--- config.mk ---
export PLATFORM = sky130hd
export DESIGN_NAME = section_range_buffer
export DESIGN_NICKNAME = d
export VERILOG_FILES = /design/src/rtl/section_buffer_pkg.sv /design/src/rtl/sync_fifo.sv /design/src/rtl/section_range_buffer.sv
export SDC_FILE = /design/constraint.sdc
export NUM_CORES = 1
export LEC_CHECK = 0
export ABC_AREA = 1
export CAP_MARGIN = 20
export CORE_ASPECT_RATIO = 2
export CORE_UTILIZATION = 25
export CTS_CLUSTER_DIAMETER = 200
export DETAILED_ROUTE_END_ITERATION = 16
export HOLD_SLACK_MARGIN = 0.15
export REMOVE_ABC_BUFFERS = 1
export SETUP_SLACK_MARGIN = 0.1
export SYNTH_ARGS = -nofsm -noshare
export SYNTH_HDL_FRONTEND = slang
export SYNTH_SLANG_ARGS = --single-unit
--- constraint.sdc ---
create_clock -name clk -period 10.9 [get_ports clk]
set_clock_uncertainty 0.2 [all_clocks]
set_input_delay 1.635 -clock clk [delete_from_list [all_inputs] [get_ports clk]]
set_output_delay 1.635 -clock clk [all_outputs]
set_load 0.005 [all_outputs]
--- src/rtl/section_buffer_pkg.sv ---
// Shared constants and helpers for the section range buffer.
// Result modes and the channel-tag width rule live here so every file agrees on them.
package section_buffer_pkg;

   localparam int MODE_RANGE = 0;
   localparam int MODE_PEAK  = 1;

   // Channel tags stay at least one bit wide even with a single channel.
   function automatic int chan_width(input int channels);
      return (channels > 1) ? $clog2(channels) : 1;
   endfunction

endpackage

--- src/rtl/sync_fifo.sv ---
// Show-ahead synchronous FIFO: the head entry is visible on data whenever empty is low.
// A push into a full FIFO is taken only if a pop happens on the same edge.
module sync_fifo #(
   parameter int width = 8,
   parameter int depth = 4
) (
   input  logic             clk,
   input  logic             reset,
   input  logic             push,
   input  logic [width-1:0] push_data,
   input  logic             pop,
   output logic             full,
   output logic             empty,
   output logic [width-1:0] data
);

   localparam int AW = (depth > 1) ? $clog2(depth) : 1;

   logic [width-1:0] mem_reg [depth];
   logic [AW:0]      wr_ptr_reg;
   logic [AW:0]      rd_ptr_reg;
   logic             do_push;
   logic             do_pop;

   // The extra pointer bit tells full from empty when the address bits match.
   assign empty   = (wr_ptr_reg == rd_ptr_reg);
   assign full    = (wr_ptr_reg[AW] != rd_ptr_reg[AW]) &&
                    (wr_ptr_reg[AW-1:0] == rd_ptr_reg[AW-1:0]);
   assign do_pop  = pop && !empty;
   assign do_push = push && (!full || do_pop);

   always_ff @(posedge clk) begin
      if (!reset) begin
         wr_ptr_reg <= '0;
         rd_ptr_reg <= '0;
      end else begin
         if (do_push) wr_ptr_reg <= wr_ptr_reg + (AW+1)'(1);
         if (do_pop)  rd_ptr_reg <= rd_ptr_reg + (AW+1)'(1);
      end
   end

   always_ff @(posedge clk) begin
      if (do_push) mem_reg[wr_ptr_reg[AW-1:0]] <= push_data;
   end

   assign data = mem_reg[rd_ptr_reg[AW-1:0]];

endmodule

--- src/rtl/section_range_buffer.sv ---
// Per-channel section statistics (range or peak) over interleaved samples,
// with completed results queued in completion order through a small FIFO.
module section_range_buffer
   import section_buffer_pkg::*;
#(
   parameter int width        = 16,
   parameter int channels     = 2,
   parameter int sample_count = 4,
   parameter int buffer_depth = 4,
   parameter int mode         = MODE_RANGE,
   parameter int is_signed    = 0
) (
   input  logic                            clk,
   input  logic                            reset,
   input  logic                            i_valid,
   output logic                            i_ready,
   input  logic [width-1:0]                i_value,
   input  logic [chan_width(channels)-1:0] i_channel,
   output logic                            o_valid,
   input  logic                            o_ready,
   output logic [width-1:0]                o_value,
   output logic [chan_width(channels)-1:0] o_channel,
   output logic                            o_overflow
);

   localparam int CW    = chan_width(channels);
   localparam int CNT_W = $clog2(sample_count);

   logic                              accept;
   logic [channels-1:0]               last;
   logic [channels-1:0][width-1:0]    sec_max;
   logic [channels-1:0][width-1:0]    sec_min;
   logic                              push_req;
   logic [width-1:0]                  sel_max;
   logic [width-1:0]                  sel_min;
   logic [CW-1:0]                     sel_chan;
   logic [width-1:0]                  result;
   logic [width-1:0]                  abs_max;
   logic [width-1:0]                  abs_min;
   logic                              fifo_full;
   logic                              fifo_empty;
   logic                              pop;
   logic [CW+width-1:0]               fifo_data;
   logic                              overflow_reg;

   function automatic logic greater(input logic [width-1:0] a, input logic [width-1:0] b);
      if (is_signed != 0) return $signed(a) > $signed(b);
      return a > b;
   endfunction

   // Magnitude of a signed sample; the most negative value clips to the largest positive one.
   function automatic logic [width-1:0] abs_sat(input logic [width-1:0] x);
      if (!x[width-1]) return x;
      if (x == {1'b1, {(width-1){1'b0}}}) return {1'b0, {(width-1){1'b1}}};
      return '0 - x;
   endfunction

   assign i_ready = reset && (!fifo_full || o_ready);
   assign accept  = i_valid && i_ready;

   for (genvar gi = 0; gi < channels; gi++) begin : g_chan
      logic [CNT_W-1:0] count_reg;
      logic [width-1:0] max_reg;
      logic [width-1:0] min_reg;
      logic             hit;
      logic             first;

      assign hit         = accept && (i_channel == CW'(gi));
      assign first       = (count_reg == '0);
      assign sec_max[gi] = (first || greater(i_value, max_reg)) ? i_value : max_reg;
      assign sec_min[gi] = (first || greater(min_reg, i_value)) ? i_value : min_reg;
      assign last[gi]    = hit && (count_reg == CNT_W'(sample_count - 1));

      always_ff @(posedge clk) begin
         if (!reset) begin
            count_reg <= '0;
            max_reg   <= '0;
            min_reg   <= '0;
         end else if (hit) begin
            count_reg <= last[gi] ? '0 : count_reg + CNT_W'(1);
            max_reg   <= sec_max[gi];
            min_reg   <= sec_min[gi];
         end
      end
   end

   // At most one channel can complete per edge, since only one sample arrives.
   always_comb begin
      push_req = 1'b0;
      sel_max  = '0;
      sel_min  = '0;
      sel_chan = '0;
      for (int i = 0; i < channels; i++) begin
         if (last[i]) begin
            push_req = 1'b1;
            sel_max  = sec_max[i];
            sel_min  = sec_min[i];
            sel_chan = CW'(i);
         end
      end
   end

   always_comb begin
      abs_max = abs_sat(sel_max);
      abs_min = abs_sat(sel_min);
      result  = sel_max - sel_min;
      if (mode == MODE_PEAK) begin
         if (is_signed != 0) result = (abs_max > abs_min) ? abs_max : abs_min;
         else                result = sel_max;
      end
   end

   assign pop = o_valid && o_ready;

   sync_fifo #(
      .width (CW + width),
      .depth (buffer_depth)
   ) u_fifo (
      .clk       (clk),
      .reset     (reset),
      .push      (push_req),
      .push_data ({sel_chan, result}),
      .pop       (pop),
      .full      (fifo_full),
      .empty     (fifo_empty),
      .data      (fifo_data)
   );

   always_ff @(posedge clk) begin
      if (!reset)                              overflow_reg <= 1'b0;
      else if (push_req && fifo_full && !pop)  overflow_reg <= 1'b1;
   end

   assign o_valid    = !fifo_empty;
   assign o_value    = fifo_empty ? '0 : fifo_data[width-1:0];
   assign o_channel  = fifo_empty ? '0 : fifo_data[CW+width-1:width];
   assign o_overflow = overflow_reg;

endmodule

-- Word-level counts from Yosys, hierarchy flattened
Memories as Yosys holds them, arrays and structs flattened. A register that Yosys moved wholly into a read port is not among the register bits.
Index checks and enable logic that the tools add are counted.
- bits in registers: 75
- memories: 1
- RAM bits: 68
- reductions and logical operators: 23
- equality and inequality tests: 5
- muxes and demuxes: 19
- $lt $le $gt $ge: 4
- bitwise gates (word level): 1
- add/sub/neg operators: 5
- memories (memory ; depth ; bits a word ; read ports ; clocked after Yosys merged registers in ; write ports ; line ; RTL):
    u_fifo.mem_reg ; 4 ; 17 ; 1 ; 1 ; 1 ; sync_fifo.sv:19 ; logic [width-1:0] mem_reg [depth];
- operators by type and width (cell ; number):
    $mux 16 ; 9
    $gt 16x16->1 ; 4
    $sub 16x16->16 ; 1
    $logic_and 1x1->1 ; 12
    $mux 2 ; 4
    $add 3x1->3 const B ; 2
    $logic_or 1x1->1 ; 6
    $mux 1 ; 6
    $add 2x1->2 const B ; 2
    $eq 2x2->1 const B ; 2
    $logic_not 2->1 ; 2
    $eq 3x3->1 ; 1
    $logic_not 1->1 ; 3
    $eq 2x2->1 ; 1
    $ne 1x1->1 ; 1
    $not 1->1 ; 1

-- Longest topological paths before layout
- depth after elaboration: 13
- depth in mapped cells: 30
- gate-level depth less buffers: 29

-- Cells and area by module
Synthesis repeated with hierarchy kept, for this count alone.
- cells, all modules: 1176
- area total of the unflattened synthesis: 9058.7 µm²
- modules (own cells, without submodules) (module ; cells an instance ; area an instance (µm²) ; times used):
    section_range_buffer ; 946 ; 6093.3 ; 1
    sync_fifo ; 230 ; 2965.3 ; 1

-- Worst setup path before layout
OpenSTA, ideal clock, no wires.
- path type: input port to flip-flop
- start: input port i_value[15]
- end: memory u_fifo.mem_reg[0][12] in the netlist's numbering, data pin
- slack: 5707 ps
- setup time: 180 ps
- data arrival time: 4813 ps
- cell stages on the path: 21
- path buffers: 1
- path through: inv_1 ha_1 nand2_1 nor3_1 nand3_1 nand2_1 nand2_1 buf_2 nand2_1 o21ai_0 a22o_1 ha_1 fa_1 nand3b_1 nand2_1 inv_1 o21a_1 o21ai_1 a21boi_0 o21ai_1 xor2_1
- cells in the longest elaborated chain, start to end: 6
- ends and longest elaborated chain (what ; line ; RTL):
    start: declaration ; section_range_buffer.sv:17 ; input logic [width-1:0] i_value,
    $gt 16x16->1 ; section_range_buffer.sv:48 ; return a > b;
    $logic_or 1x1->1 (on tied branches) ; section_range_buffer.sv:70, section_range_buffer.sv:71 ;
    $mux 16 (on tied branches) ; section_range_buffer.sv:70, section_range_buffer.sv:71 ;
    $mux 16 (2 in a row) ; section_range_buffer.sv:94 ; if (last[i]) begin
    $sub 16x16->16 * ; section_range_buffer.sv:106 ; result = sel_max - sel_min;
    via result[12] ; section_range_buffer.sv:37 ; logic [width-1:0] result;
    end: declaration ; sync_fifo.sv:19 ;
The timed path passes the listed nets; every way through them passes the cells marked *.

-- Worst setup path in the final report
- start: input port reset
- end: memory u_fifo.mem_reg[3][12] in the netlist's numbering, data pin
- cells in the longest elaborated chain, start to end: 7
- ends and longest elaborated chain (what ; line ; RTL):
    start: declaration ; section_range_buffer.sv:14 ; input logic reset,
    $logic_and 1x1->1 * ; section_range_buffer.sv:58 ; assign i_ready = reset && (!fifo_full || o_ready);
    $logic_and 1x1->1 * ; section_range_buffer.sv:59 ; assign accept = i_valid && i_ready;
    $logic_and 1x1->1 ; section_range_buffer.sv:68 ; assign hit = accept && (i_channel == CW'(gi));
    $logic_and 1x1->1 ; section_range_buffer.sv:72 ; assign last[gi] = hit && (count_reg == CNT_W'(sample_count - 1));
    $mux 16 (2 in a row) ; section_range_buffer.sv:94 ;
    $sub 16x16->16 * ; section_range_buffer.sv:106 ;
    via result[12] ; section_range_buffer.sv:37 ;
Marked as above.

==> flow_metrics.env <==
export IMPL_critPathArrivalTime_ns=7.03
export IMPL_finalCoreUtilization=0.293
export IMPL_cts_root_buf="clkbuf_16"
export IMPL_first_pass_iters=4
export IMPL_clkLatencyLatePin_ns=0.44
export IMPL_core_area_um2=35800
export IMPL_synth_edf_count=68
export IMPL_cts_resized=0
export IMPL_vias_per_cell=4.60
export IMPL_gr_usage_met3=0.0253
export IMPL_drive_above_1_share=0.0475
export IMPL_cp_top_family="simple AND/OR/NAND/NOR gates"
export IMPL_synthAdderAreaFrac=0.124
export IMPL_die_area_um2=37300
export IMPL_yosysTopAreaCell="edfxtp_1"
export IMPL_grt_overflow_total=0
export IMPL_place_congestion=0.879
export IMPL_critPathMaxStageDelay_ns=0.94
export IMPL_ant_nets=0
export IMPL_synth_compound_area_share=0.210
export IMPL_rows=98
export IMPL_track_usage=0.134
export IMPL_muxShareOfSynthArea=0
export IMPL_startpoint_type="primary input"
export IMPL_antennaDiodeCount=0
export IMPL_num_vias=7585
export IMPL_finalSetupTns_ns=0
export IMPL_rsz0062_at_grt="false"
export IMPL_worst_pin_slew_ns=0.977
export IMPL_grt_max_degree=70
export IMPL_cts_hold_buffers=0
export IMPL_grt_pass1_vias=7599
export IMPL_synth_xor_xnor_area_share=0.0134
export IMPL_ys_ff_latch=145
export IMPL_first_iter_violations=425
export IMPL_avgSynthCellArea_um2=7.81
export IMPL_synth_simple_area_share=0.144
export IMPL_setup_ws_ns=3.92
export IMPL_path_cells="clkdlybuf4s50_1 -> inv_2 -> buf_4 -> a21oi_4 -> nand3_4 -> nor2_4 -> inv_2 -> o22ai_2 -> inv_1 -> fa_1 -> nand3b_1 -> nand2_1 -> inv_1 -> o21a_1 -> o21ai_1 -> a21boi_0 -> o21ai_1 -> xor2_1"
export IMPL_drc=0
export IMPL_ys_async_sr_fraction=0
export IMPL_start_util=0.255
export IMPL_io_buffer_count=40
export IMPL_dp_cells=1617
export IMPL_synth_top_family_by_area="compound AO/OA/AOI/OAI gates"
export IMPL_crit_path_top_delay_cell="nor2_4"
export IMPL_leakagePower_nw=4.83
export IMPL_synthTopCellsByArea="edfxtp_1, dfxtp_1, ha_1, inv_1, nand2_1"
export IMPL_die_h_um=272
export IMPL_gr_usage_met1=0.119
export IMPL_pre_cts_ws_ns=3.48
export IMPL_critPathBufInv=6
export IMPL_cts_tree="built"
export IMPL_cts_buffer_depth=2
export IMPL_cp_required_ns=10.95
export IMPL_p_per_area_nw_per_um2=135
export IMPL_hold_class="flip-flop to flip-flop"
export IMPL_drv_cap=0
export IMPL_boundaryPins=41
export IMPL_hpwl_um=17800
export IMPL_top_usage_layer="met2"
export IMPL_fmax_mhz=143
export IMPL_synthCells=1168
export IMPL_fin_crit_ns=6.98
export IMPL_cts_htree_levels=4
export IMPL_yosys_cell_types_count=42
export IMPL_post_cts_setup_buffer_count=0
export IMPL_num_nets_final=1297
export IMPL_wl_um=23600
export IMPL_yosysWarnings=0
export IMPL_finalCritPeriodShare=0.641
export IMPL_drv_slew=0
export IMPL_syn_area_um2=9130
export IMPL_clkSlewWorstSetupHoldPaths_ns=0.07
export IMPL_use_met2=0.260
export IMPL_cts_made_buffers=17
export IMPL_critPathCaptureType="flip-flop"
export IMPL_synth_top_flop_cell="dfxtp_1"
export IMPL_final_setup_viol_count=0
export IMPL_relSlewSlack=0.345
export IMPL_finalHoldViolCount=0
export IMPL_cts_sinks=145
export IMPL_die_w_um=137
export IMPL_yosysSeqAreaShare=0.393
export IMPL_fin_cells=1649
export IMPL_largest_register_ffs=68
export IMPL_synth_top_area_share=0.224
export IMPL_grt_first_pass_wirelength_um=38000
export IMPL_power_mw=1.42
export IMPL_syn_to_final_growth_pct=15.0
export IMPL_crit_fanout=69
export IMPL_antenna_found_initial=0
export IMPL_crit_type="primary input to flip-flop"
export IMPL_status="finished, final reports clean"
export IMPL_irDropWorstVdd_mv=0.112
export IMPL_post_drt_wl_per_cell_um=14.3
-- tightest hold or removal path: cells and delay by family (launching register included) --
kind                   cells  cell delay, ns
buffers and inverters      1            0.03
flip-flops                 1            0.31
AND/OR/NAND/NOR            1            0.05
-- where the power goes --
group,total [mW],internal (mW),leakage [nW],switching [mW]
sequential,0.590,0.582,1.26,0.00734
combinational,0.240,0.0892,3.30,0.151
clock,0.587,0.340,0.271,0.247
-- layer usage --
| metal | wire length (um) | vias up |
|---|---|---|
| met5 | 0 | - |
| met3 | 592 | 65 |
| met2 | 13000 | 126 |
| met1 | 8430 | 3477 |
| met4 | 1630 | 0 |
| li1 | - | 3917 |
-- synth_stat cells, types with 2 or more instances --
cell	count
o21a_1	2
buf_2	15
o32ai_1	17
xor2_1	8
ha_1	89
a22o_1	26
nand3_1	20
o21ai_0	152
nand2_1	204
a21o_1	3
o21ai_1	8
inv_1	210
a211oi_2	2
xnor2_1	6
buf_6	6
nand4_1	5
clkbuf_1	21
buf_1	7
a21oi_1	117
inv_2	3
nor2_4	3
nor3_1	4
nor2_1	77
edfxtp_1	68
o22ai_2	2
dfxtp_1	77
-- through the flow --
step	hold slack [ns]	area (um2)
2_1_floorplan	0.224	8870
3_3_place_gp	0.214	9900
3_5_place_dp	0.222	9910
4_1_cts	0.233	10500
5_1_grt	0.251	10500
6_report	0.231	10500
-- cells by family (layout without fill, tap and decap cells) --
kind of cell,Yosys count,after routing
AO/OA/AOI/OAI,336,336
XOR/XNOR,14,14
adder cells (fa/ha/maj),90,90
buffers and inverters,265,296
flip-flops,145,145
AND/OR/NAND/NOR,318,318
-- area by class of cell --
cell class	count	area, um2
fillers	3828	25300
multi-input cells	758	4480
flip-flops and latches	145	3580
inverters	214	803
well taps	450	563
repair buffers	50	483
clock buffers	18	429
clock inverters	14	158
-- cell usage in the layout (no fill, tap or decap), types with 2 or more instances in the layout --
| master | n |
|---|---|
| nor2_4 | 3 |
| inv_2 | 4 |
| xnor2_1 | 6 |
| clkinvlp_4 | 5 |
| buf_4 | 9 |
| nand3_1 | 20 |
| o21a_1 | 2 |
| o22ai_2 | 2 |
| nor3_1 | 4 |
| o21ai_1 | 8 |
| inv_6 | 2 |
| nand2_1 | 204 |
| clkdlybuf4s50_1 | 40 |
| a21o_1 | 3 |
| a22o_1 | 26 |
| xor2_1 | 8 |
| edfxtp_1 | 68 |
| a211oi_2 | 2 |
| bufinv_16 | 2 |
| o21ai_0 | 152 |
| clkbuf_16 | 17 |
| nand4_1 | 5 |
| a21oi_1 | 117 |
| ha_1 | 89 |
| inv_1 | 209 |
| clkinv_4 | 3 |
| o32ai_1 | 17 |
| nor2_1 | 77 |
| dfxtp_1 | 77 |
-- final timing paths --
check                                    start                               to  slack [ns]  cells past startpoint
max reg2reg  u_fifo.wr_ptr_reg[1]$_SDFFE_PN0P_  u_fifo.mem_reg[3][12]$_DFFE_PP_        5.60                     20
min reg2reg            o_overflow$_SDFFE_PN0P_          o_overflow$_SDFFE_PN0P_        0.23                      2
max                                      reset  u_fifo.mem_reg[3][12]$_DFFE_PP_        3.92                     18
min                    o_overflow$_SDFFE_PN0P_          o_overflow$_SDFFE_PN0P_        0.23                      2
No activity file was read; power rests on OpenSTA's default activity.
